### config.mk
export PLATFORM = sky130hd
export DESIGN_NAME = id_decode_stage
export DESIGN_NICKNAME = d
export VERILOG_FILES = /design/src/rtl/id_decode_stage_pkg.sv /design/src/rtl/id_decode_stage_reg_file.sv /design/src/rtl/id_decode_stage.sv
export SDC_FILE = /design/constraint.sdc
export NUM_CORES = 2
export LEC_CHECK = 0
export BUFFER_PORTS_ARGS = -buffer_cell sky130_fd_sc_hd__buf_2
export CAP_MARGIN = 20
export CELL_PAD_IN_SITES_DETAIL_PLACEMENT = 1
export CELL_PAD_IN_SITES_GLOBAL_PLACEMENT = 1
export CORE_UTILIZATION = 35
export CTS_CLUSTER_DIAMETER = 60
export CTS_CLUSTER_SIZE = 25
export DETAILED_ROUTE_END_ITERATION = 8
export PLACE_DENSITY_LB_ADDON = 0.08
export RECOVER_POWER = 100
export SETUP_SLACK_MARGIN = 0.15
export SLEW_MARGIN = 25
export SYNTH_ARGS = -nofsm -noshare
export SYNTH_HDL_FRONTEND = slang
export SYNTH_SLANG_ARGS = --single-unit
### constraint.sdc
create_clock -name clk -period 4.88 [get_ports clk]
set_input_delay 0.244 -clock clk [delete_from_list [all_inputs] [get_ports clk]]
set_output_delay 0.244 -clock clk [all_outputs]
set_load 0.02 [all_outputs]
### src/rtl/id_decode_stage_pkg.sv
// Shared definitions for the ID stage: sizes, instruction field positions,
// opcode/funct constants and ALU operation codes.
package id_decode_stage_pkg;

    localparam int DSIZE = 32;
    localparam int ASIZE = 5;
    localparam int ISIZE = 32;

    // Instruction field bit positions
    localparam int OP_HI    = 31;
    localparam int OP_LO    = 26;
    localparam int RS_LO    = 21;
    localparam int RT_LO    = 16;
    localparam int RD_LO    = 11;
    localparam int FUNCT_HI = 5;
    localparam int IMM_HI   = 15;

    typedef enum logic [5:0] {
        OP_RTYPE = 6'h00,
        OP_ADDI  = 6'h08,
        OP_SLTI  = 6'h0A,
        OP_ANDI  = 6'h0C,
        OP_ORI   = 6'h0D,
        OP_XORI  = 6'h0E
    } opcode_t;

    typedef enum logic [5:0] {
        F_SLL = 6'h00,
        F_SRL = 6'h02,
        F_ADD = 6'h20,
        F_SUB = 6'h22,
        F_AND = 6'h24,
        F_OR  = 6'h25,
        F_XOR = 6'h26,
        F_SLT = 6'h2A
    } funct_t;

    typedef enum logic [2:0] {
        ALU_ADD = 3'd0,
        ALU_SUB = 3'd1,
        ALU_AND = 3'd2,
        ALU_OR  = 3'd3,
        ALU_XOR = 3'd4,
        ALU_SLT = 3'd5,
        ALU_SLL = 3'd6,
        ALU_SRL = 3'd7
    } alu_op_t;

endpackage

### src/rtl/id_decode_stage_reg_file.sv
// 2R1W architectural register file.
//   clk, rst        : clock, synchronous active-high reset (clears all entries)
//   raddr1/raddr2   : asynchronous read addresses -> rdata1/rdata2
//   wen/waddr/wdata : synchronous write port (posedge clk)
// r0 always reads 0 and ignores writes. A write in flight this cycle is
// forwarded to a matching read port (write-through bypass).
module reg_file
    import id_decode_stage_pkg::*;
#(
    parameter int DSIZE = id_decode_stage_pkg::DSIZE,
    parameter int ASIZE = id_decode_stage_pkg::ASIZE
) (
    input  logic             clk,
    input  logic             rst,
    input  logic [ASIZE-1:0] raddr1,
    input  logic [ASIZE-1:0] raddr2,
    output logic [DSIZE-1:0] rdata1,
    output logic [DSIZE-1:0] rdata2,
    input  logic             wen,
    input  logic [ASIZE-1:0] waddr,
    input  logic [DSIZE-1:0] wdata
);

    logic [DSIZE-1:0] mem [2**ASIZE];

    always_ff @(posedge clk) begin
        if (rst) begin
            for (int unsigned i = 0; i < 2**ASIZE; i++) begin
                mem[i] <= '0;
            end
        end else if (wen && (waddr != '0)) begin
            mem[waddr] <= wdata;
        end
    end

    always_comb begin
        rdata1 = mem[raddr1];
        rdata2 = mem[raddr2];
        if (wen && (waddr == raddr1)) rdata1 = wdata;
        if (wen && (waddr == raddr2)) rdata2 = wdata;
        if (raddr1 == '0) rdata1 = '0;
        if (raddr2 == '0) rdata2 = '0;
    end

endmodule

### src/rtl/id_decode_stage.sv
// Instruction-decode stage of the IF/ID/EXE/WB pipeline.
//   clk, rst                  : clock, synchronous active-high reset
//   instr, instr_valid        : instruction from the IF/ID register
//   wb_wen/wb_waddr/wb_wdata  : register-file write from WB
//   aluop_cntrl, alusrc_cntrl : ALU control for EXE
//   rdata1, rdata2, sign_ex   : operands (rs, rt, sign-extended imm)
//   waddr, wen_cntrl          : destination and write enable (0 = bubble)
//   stall                     : hold PC and IF/ID this cycle
// Tracks the destination of the instruction in EXE and stalls one cycle on a
// read-after-write dependence; the following cycle the value comes from WB
// through the register-file bypass.
module id_decode_stage
    import id_decode_stage_pkg::*;
#(
    parameter int DSIZE = id_decode_stage_pkg::DSIZE,
    parameter int ASIZE = id_decode_stage_pkg::ASIZE,
    parameter int ISIZE = id_decode_stage_pkg::ISIZE
) (
    input  logic             clk,
    input  logic             rst,
    input  logic [ISIZE-1:0] instr,
    input  logic             instr_valid,
    input  logic             wb_wen,
    input  logic [ASIZE-1:0] wb_waddr,
    input  logic [DSIZE-1:0] wb_wdata,
    output logic [2:0]       aluop_cntrl,
    output logic             alusrc_cntrl,
    output logic [DSIZE-1:0] rdata1,
    output logic [DSIZE-1:0] rdata2,
    output logic [DSIZE-1:0] sign_ex,
    output logic [ASIZE-1:0] waddr,
    output logic             wen_cntrl,
    output logic             stall
);

    logic [5:0]       opcode;
    logic [5:0]       funct;
    logic [ASIZE-1:0] rs, rt, rd;
    logic [15:0]      imm;
    logic             unused_shamt;

    assign opcode       = instr[OP_HI:OP_LO];
    assign funct        = instr[FUNCT_HI:0];
    assign rs           = instr[RS_LO +: ASIZE];
    assign rt           = instr[RT_LO +: ASIZE];
    assign rd           = instr[RD_LO +: ASIZE];
    assign imm          = instr[IMM_HI:0];
    assign unused_shamt = ^instr[10:6];

    logic [DSIZE-1:0] rf_rdata1, rf_rdata2;

    reg_file #(.DSIZE(DSIZE), .ASIZE(ASIZE)) u_reg_file (
        .clk    (clk),
        .rst    (rst),
        .raddr1 (rs),
        .raddr2 (rt),
        .rdata1 (rf_rdata1),
        .rdata2 (rf_rdata2),
        .wen    (wb_wen),
        .waddr  (wb_waddr),
        .wdata  (wb_wdata)
    );

    logic [ASIZE-1:0] ex_waddr;
    logic             ex_wen;

    alu_op_t          dec_aluop;
    logic             dec_alusrc;
    logic [ASIZE-1:0] dec_waddr;
    logic             dec_legal;
    logic             hazard;
    logic             issue;

    always_comb begin
        dec_aluop  = ALU_ADD;
        dec_alusrc = 1'b0;
        dec_waddr  = rt;
        dec_legal  = 1'b1;
        case (opcode)
            OP_RTYPE: begin
                dec_waddr = rd;
                case (funct)
                    F_ADD:   dec_aluop = ALU_ADD;
                    F_SUB:   dec_aluop = ALU_SUB;
                    F_AND:   dec_aluop = ALU_AND;
                    F_OR:    dec_aluop = ALU_OR;
                    F_XOR:   dec_aluop = ALU_XOR;
                    F_SLT:   dec_aluop = ALU_SLT;
                    F_SLL:   dec_aluop = ALU_SLL;
                    F_SRL:   dec_aluop = ALU_SRL;
                    default: dec_legal = 1'b0;
                endcase
            end
            OP_ADDI: begin dec_aluop = ALU_ADD; dec_alusrc = 1'b1; end
            OP_ANDI: begin dec_aluop = ALU_AND; dec_alusrc = 1'b1; end
            OP_ORI:  begin dec_aluop = ALU_OR;  dec_alusrc = 1'b1; end
            OP_XORI: begin dec_aluop = ALU_XOR; dec_alusrc = 1'b1; end
            OP_SLTI: begin dec_aluop = ALU_SLT; dec_alusrc = 1'b1; end
            default: dec_legal = 1'b0;
        endcase
    end

    // rt is only a source operand for R-type; I-type rt is the destination.
    assign hazard = !rst && instr_valid && ex_wen && (ex_waddr != '0) &&
                    ((ex_waddr == rs) || ((opcode == OP_RTYPE) && (ex_waddr == rt)));
    assign issue  = !rst && instr_valid && !hazard && dec_legal;

    always_comb begin
        aluop_cntrl  = ALU_ADD;
        alusrc_cntrl = 1'b0;
        rdata1       = '0;
        rdata2       = '0;
        sign_ex      = '0;
        waddr        = '0;
        wen_cntrl    = 1'b0;
        stall        = hazard;
        if (issue) begin
            aluop_cntrl  = dec_aluop;
            alusrc_cntrl = dec_alusrc;
            rdata1       = rf_rdata1;
            rdata2       = rf_rdata2;
            sign_ex      = {{(DSIZE-16){imm[15]}}, imm};
            waddr        = dec_waddr;
            wen_cntrl    = 1'b1;
        end
    end

    always_ff @(posedge clk) begin
        if (rst) begin
            ex_waddr <= '0;
            ex_wen   <= 1'b0;
        end else begin
            ex_waddr <= waddr;
            ex_wen   <= wen_cntrl;
        end
    end

endmodule
==> impl.org <==
** Outcome
- Run status :: finished with violations
- The checks that failed: max-capacitance violations, max-slew violations.

** Clock network
- Number of sinks driven by the clock tree :: 1030
- Counting along the longest clock path gives a buffer depth of 3.
- Setup bufs post-CTS :: 0
- Clock tree from TritonCTS :: done
- Buffers inserted to repair hold after CTS numbered 6.
- CTS root buffer :: clkbuf_16
- Clock transition time at the flip-flop clock pins of the worst setup and hold paths :: 0.06 ns
- In this run, CTS created clock tree buffers numbering 119.
- # H-tree levels :: 3
- CTS-repair resized insts :: 0
- The clock reaches the later pin of the worst-skew pair after 0.74 ns.

** Timing
- Minimum period implied by the final worst setup slack :: 4.56 ns
- For the final database, setup skew stands at 0.00356 ns.
- Final hold violations :: 0
- Actual slew at the worst max-slew pin :: 3.47 ns
- In this run the tightest slew margin relative to its limit is -1.31.
- Setup total negative slack on the finished layout was measured at 0 ns.
- In the finished design, the share of the clock period the worst path needs comes to 0.935.
- RSZ-0062 raised after global routing :: no
- Setup violations remaining at the end of the flow were counted as 0.
- Derived from the worst setup path, the maximum achievable clock frequency is 219 MHz.
- The final-report max-slew violation count came to 1593.

** Synth
- After synthesis, the share of cell area in mux cells is 0.210.
- After synthesis, the largest family of logic cells by area is multiplexers.
- The synthesized design contains 1024 enable-type register cells.
- Warnings, synthesis :: 0
- In this run the mean area of a mapped cell was 14.7 sq um.
- Synth Area in Compound Gates :: 0.0447
- Of the total synthesized cell area, the portion taken by XOR and XNOR cells is 0.00334.
- Unique cell type count in the Yosys netlist :: 49
- Post-Synth Adder-Cell Area :: 0
- Of the total synthesized cell area, the portion taken by AND, OR, NAND and NOR gates is 0.148.
- Sequential area share after synthesis :: 0.560
- In the synthesized netlist, the number of instances is 3739.
- Proportion of synthesized flip-flops having asynchronous set or reset :: 0
- Post-synthesis instance area :: 55100 sq um
- Count of state elements after synthesis :: 1030
- Among all flip-flop cells after synthesis, the most frequent one is edfxtp_1.

** Floorplan
- Die Wd :: 399 um
- The initial utilization of the core area, before any placement, comes to 0.353.
- Placement row count :: 145
- Measured along the y axis, the die boundary spans 399 um.
- The die covers 159000 sq um.
- Number of placed I/O pins :: 180
- The region available for standard cell placement spans 156000 sq um.

** Power and ir drop
- Total Power :: 22.9 mW
- Leakage power :: 20.4 nW
- Power spread over the standard cell area amounts to 366 nW/um^2.
- IR analysis of the VDD net gives a maximum drop of 266 uV.

** Cells and area
- The multi-input combinational cells in the finished layout cover a total of 22700 sq um.
- Filler cell count in the final layout :: 15617
- FF+latch area :: 30900 sq um
- In the final layout, the share of cells above drive strength 1 is 0.250.
- Compared with the post-synthesis result, the final layout area differs by 13.6%.
- For this run, the post-layout net count is 3888.
- At the end of the flow the core is filled with cells to 0.400.

** Global route
- The via count of the first global-routing pass is 38388.
- GRT Resource Usage Total :: 0.276
- Wire length of the first global-routing pass :: 305 mm
- Total grt overflow :: 0
- Entering global routing, the biggest net connects 68 pins.
- The number of antenna violations at the first check in global routing is 18.

** Detailed routing
- After detailed routing, the average wire length per cell comes to 36.6 um.
- Routed via count :: 36000
- Routed Antenna Nets :: 0
- Detailed router's first-iteration violation count :: 3206
- Summed over all layers, the routed wires come to 219 mm.
- The first TritonRoute pass finished after 5 iterations.
- DR DRC count :: 0
- Post-DR vias/cell :: 6.01

** Worst setup path
- Endpoint kind of the worst setup timing path :: flop
- Arrival @ worst endpoint :: 5.02 ns
- Worst path most repeated cell :: clkbuf_1
- Of all nets on the critical path, the largest fanout is 33.
- Kind of start point of the critical path :: input pin
- At the worst endpoint, the required time is 5.33 ns.
- Critical path's slowest cell :: clkbuf_1
- Critical path type :: input pin to flop
- On the worst path, the slowest cell contributes a delay of 1.78 ns.
- The critical path goes through clkbuf_1 > nand2b_1 > nor2_2 > clkbuf_1 > or2_2 > buf_4.

** Placed design
- Detail Placement HPWL :: 136 mm
- Count of port buffers added during placement :: 179
- Placer Congestion :: 0.861

** Worst hold path
- Tightest Hold Check Type :: input pin to flop

** Flow run
- Max-cap violations in this run came to 57.
kinds of logic (layout without fill, tap and decap cells):
logic type,after synthesis,in the layout
AO/OA/AOI/OAI,336,336
XOR/XNOR,21,21
buffers and inverters,447,599
flip-flops,1030,1030
multiplexers,516,516
other,1,44
AND/OR/NAND/NOR,1388,1388
worst max-delay path, delay by kind of cell:
| family | cells | cell delay, ns |
|---|---|---|
| AND/OR/NAND/NOR | 3 | 1.95 |
| buffers and inverters | 3 | 2.77 |
report_power, final:
part	switching (mW)	internal (mW)	leakage [nW]	total (mW)
clock network	4.29	5.52	2.06	9.81
logic	1.59	0.992	8.56	2.59
registers	0.249	10.2	9.80	10.5
metal layers:
metal	wire (um)	share of wire	up-vias	GRT usage
met1	89000	0.41	19460	0.365
li1	-	-	14567	-
met5	10	0.000046	-	0
met2	106000	0.49	1599	0.459
met3	14300	0.065	372	0.0375
met4	9590	0.044	2	0.112
sequential cells by signal, indices dropped and copies added, names as in the netlist:
register	cells
ex_wen	1
u_reg_file.mem	1024
ex_waddr	5
cells in the final DEF, fill, tap and decap left out, types with 25 or more instances in the layout:
| cell type | n |
|---|---|
| edfxtp_1 | 1024 |
| conb_1 | 32 |
| a211oi_1 | 34 |
| nor4_1 | 68 |
| o22ai_1 | 126 |
| a2111oi_0 | 28 |
| a22oi_1 | 63 |
| a22o_1 | 63 |
| buf_4 | 90 |
| nand2_1 | 42 |
| inv_6 | 25 |
| mux4_2 | 512 |
| buf_2 | 81 |
| and2_0 | 563 |
| nor2_1 | 171 |
| clkbuf_1 | 153 |
| and2_1 | 430 |
| clkbuf_16 | 120 |
per-stage QoR:
stage	setup WS (ns)	cell area, sq um	hold slack (ns)	cells
floorplan	1.72	55200	0.442	3770
global placement	0.602	58600	0.683	5746
detailed placement	0.986	58700	0.681	5746
CTS	0.766	63000	0.100	5980
global route	0.349	62500	0.160	5982
finish	0.316	62600	0.136	5992
path summary, 6_finish.rpt:
kind / start / to / slack (ns) / cells after the start
worst max-delay path: wb_waddr[0] / u_reg_file.mem[17][27] / 0.32 / 6
worst min-delay path: instr[19] / ex_waddr[3] / 0.14 / 3
worst max register to register: ex_waddr[3] / ex_waddr[2] / 1.82 / 6
worst min register to register: ex_wen / ex_waddr[4] / 1.48 / 3
cell type report:
type                       instances  area share
tap                             2058      0.0412
clock buffer                     129      0.0485
multi-input combinational       2293       0.362
antenna                           12    0.000480
clock inverter                    99      0.0198
inverter                          18     0.00108
sequential                      1030       0.493
timing repair buffer             353      0.0331
synth_stat cells (all sizes together) (2+ instances only):
cell     count  share of area
a22o        63          0.010
or3b         2        0.00032
dfxtp        6         0.0022
or2         34         0.0039
mux4       512           0.21
a211oi      34         0.0046
buf        115          0.011
xor2         9         0.0014
and3b        2        0.00032
nor3b        7        0.00095
xnor2       12         0.0019
and3         3        0.00034
clkbuf     314          0.021
o22ai      126          0.014
nor3        12         0.0011
a2111oi     31         0.0049
nand2b      10         0.0011
nor2b        5        0.00057
nand4        2        0.00023
inv         18         0.0012
nand3b       2        0.00027
or3          3        0.00034
or4          2        0.00034
nor4        69         0.0081
nand3        7        0.00064
mux2i        4        0.00073
nand4b       2        0.00032
a21oi        9        0.00082
nand2       44         0.0030
o31ai        2        0.00027
a22oi       63         0.0086
nor2       188          0.013
edfxtp    1024           0.56
and2       993           0.11
Note: power is estimated with default switching activity, not from simulation.
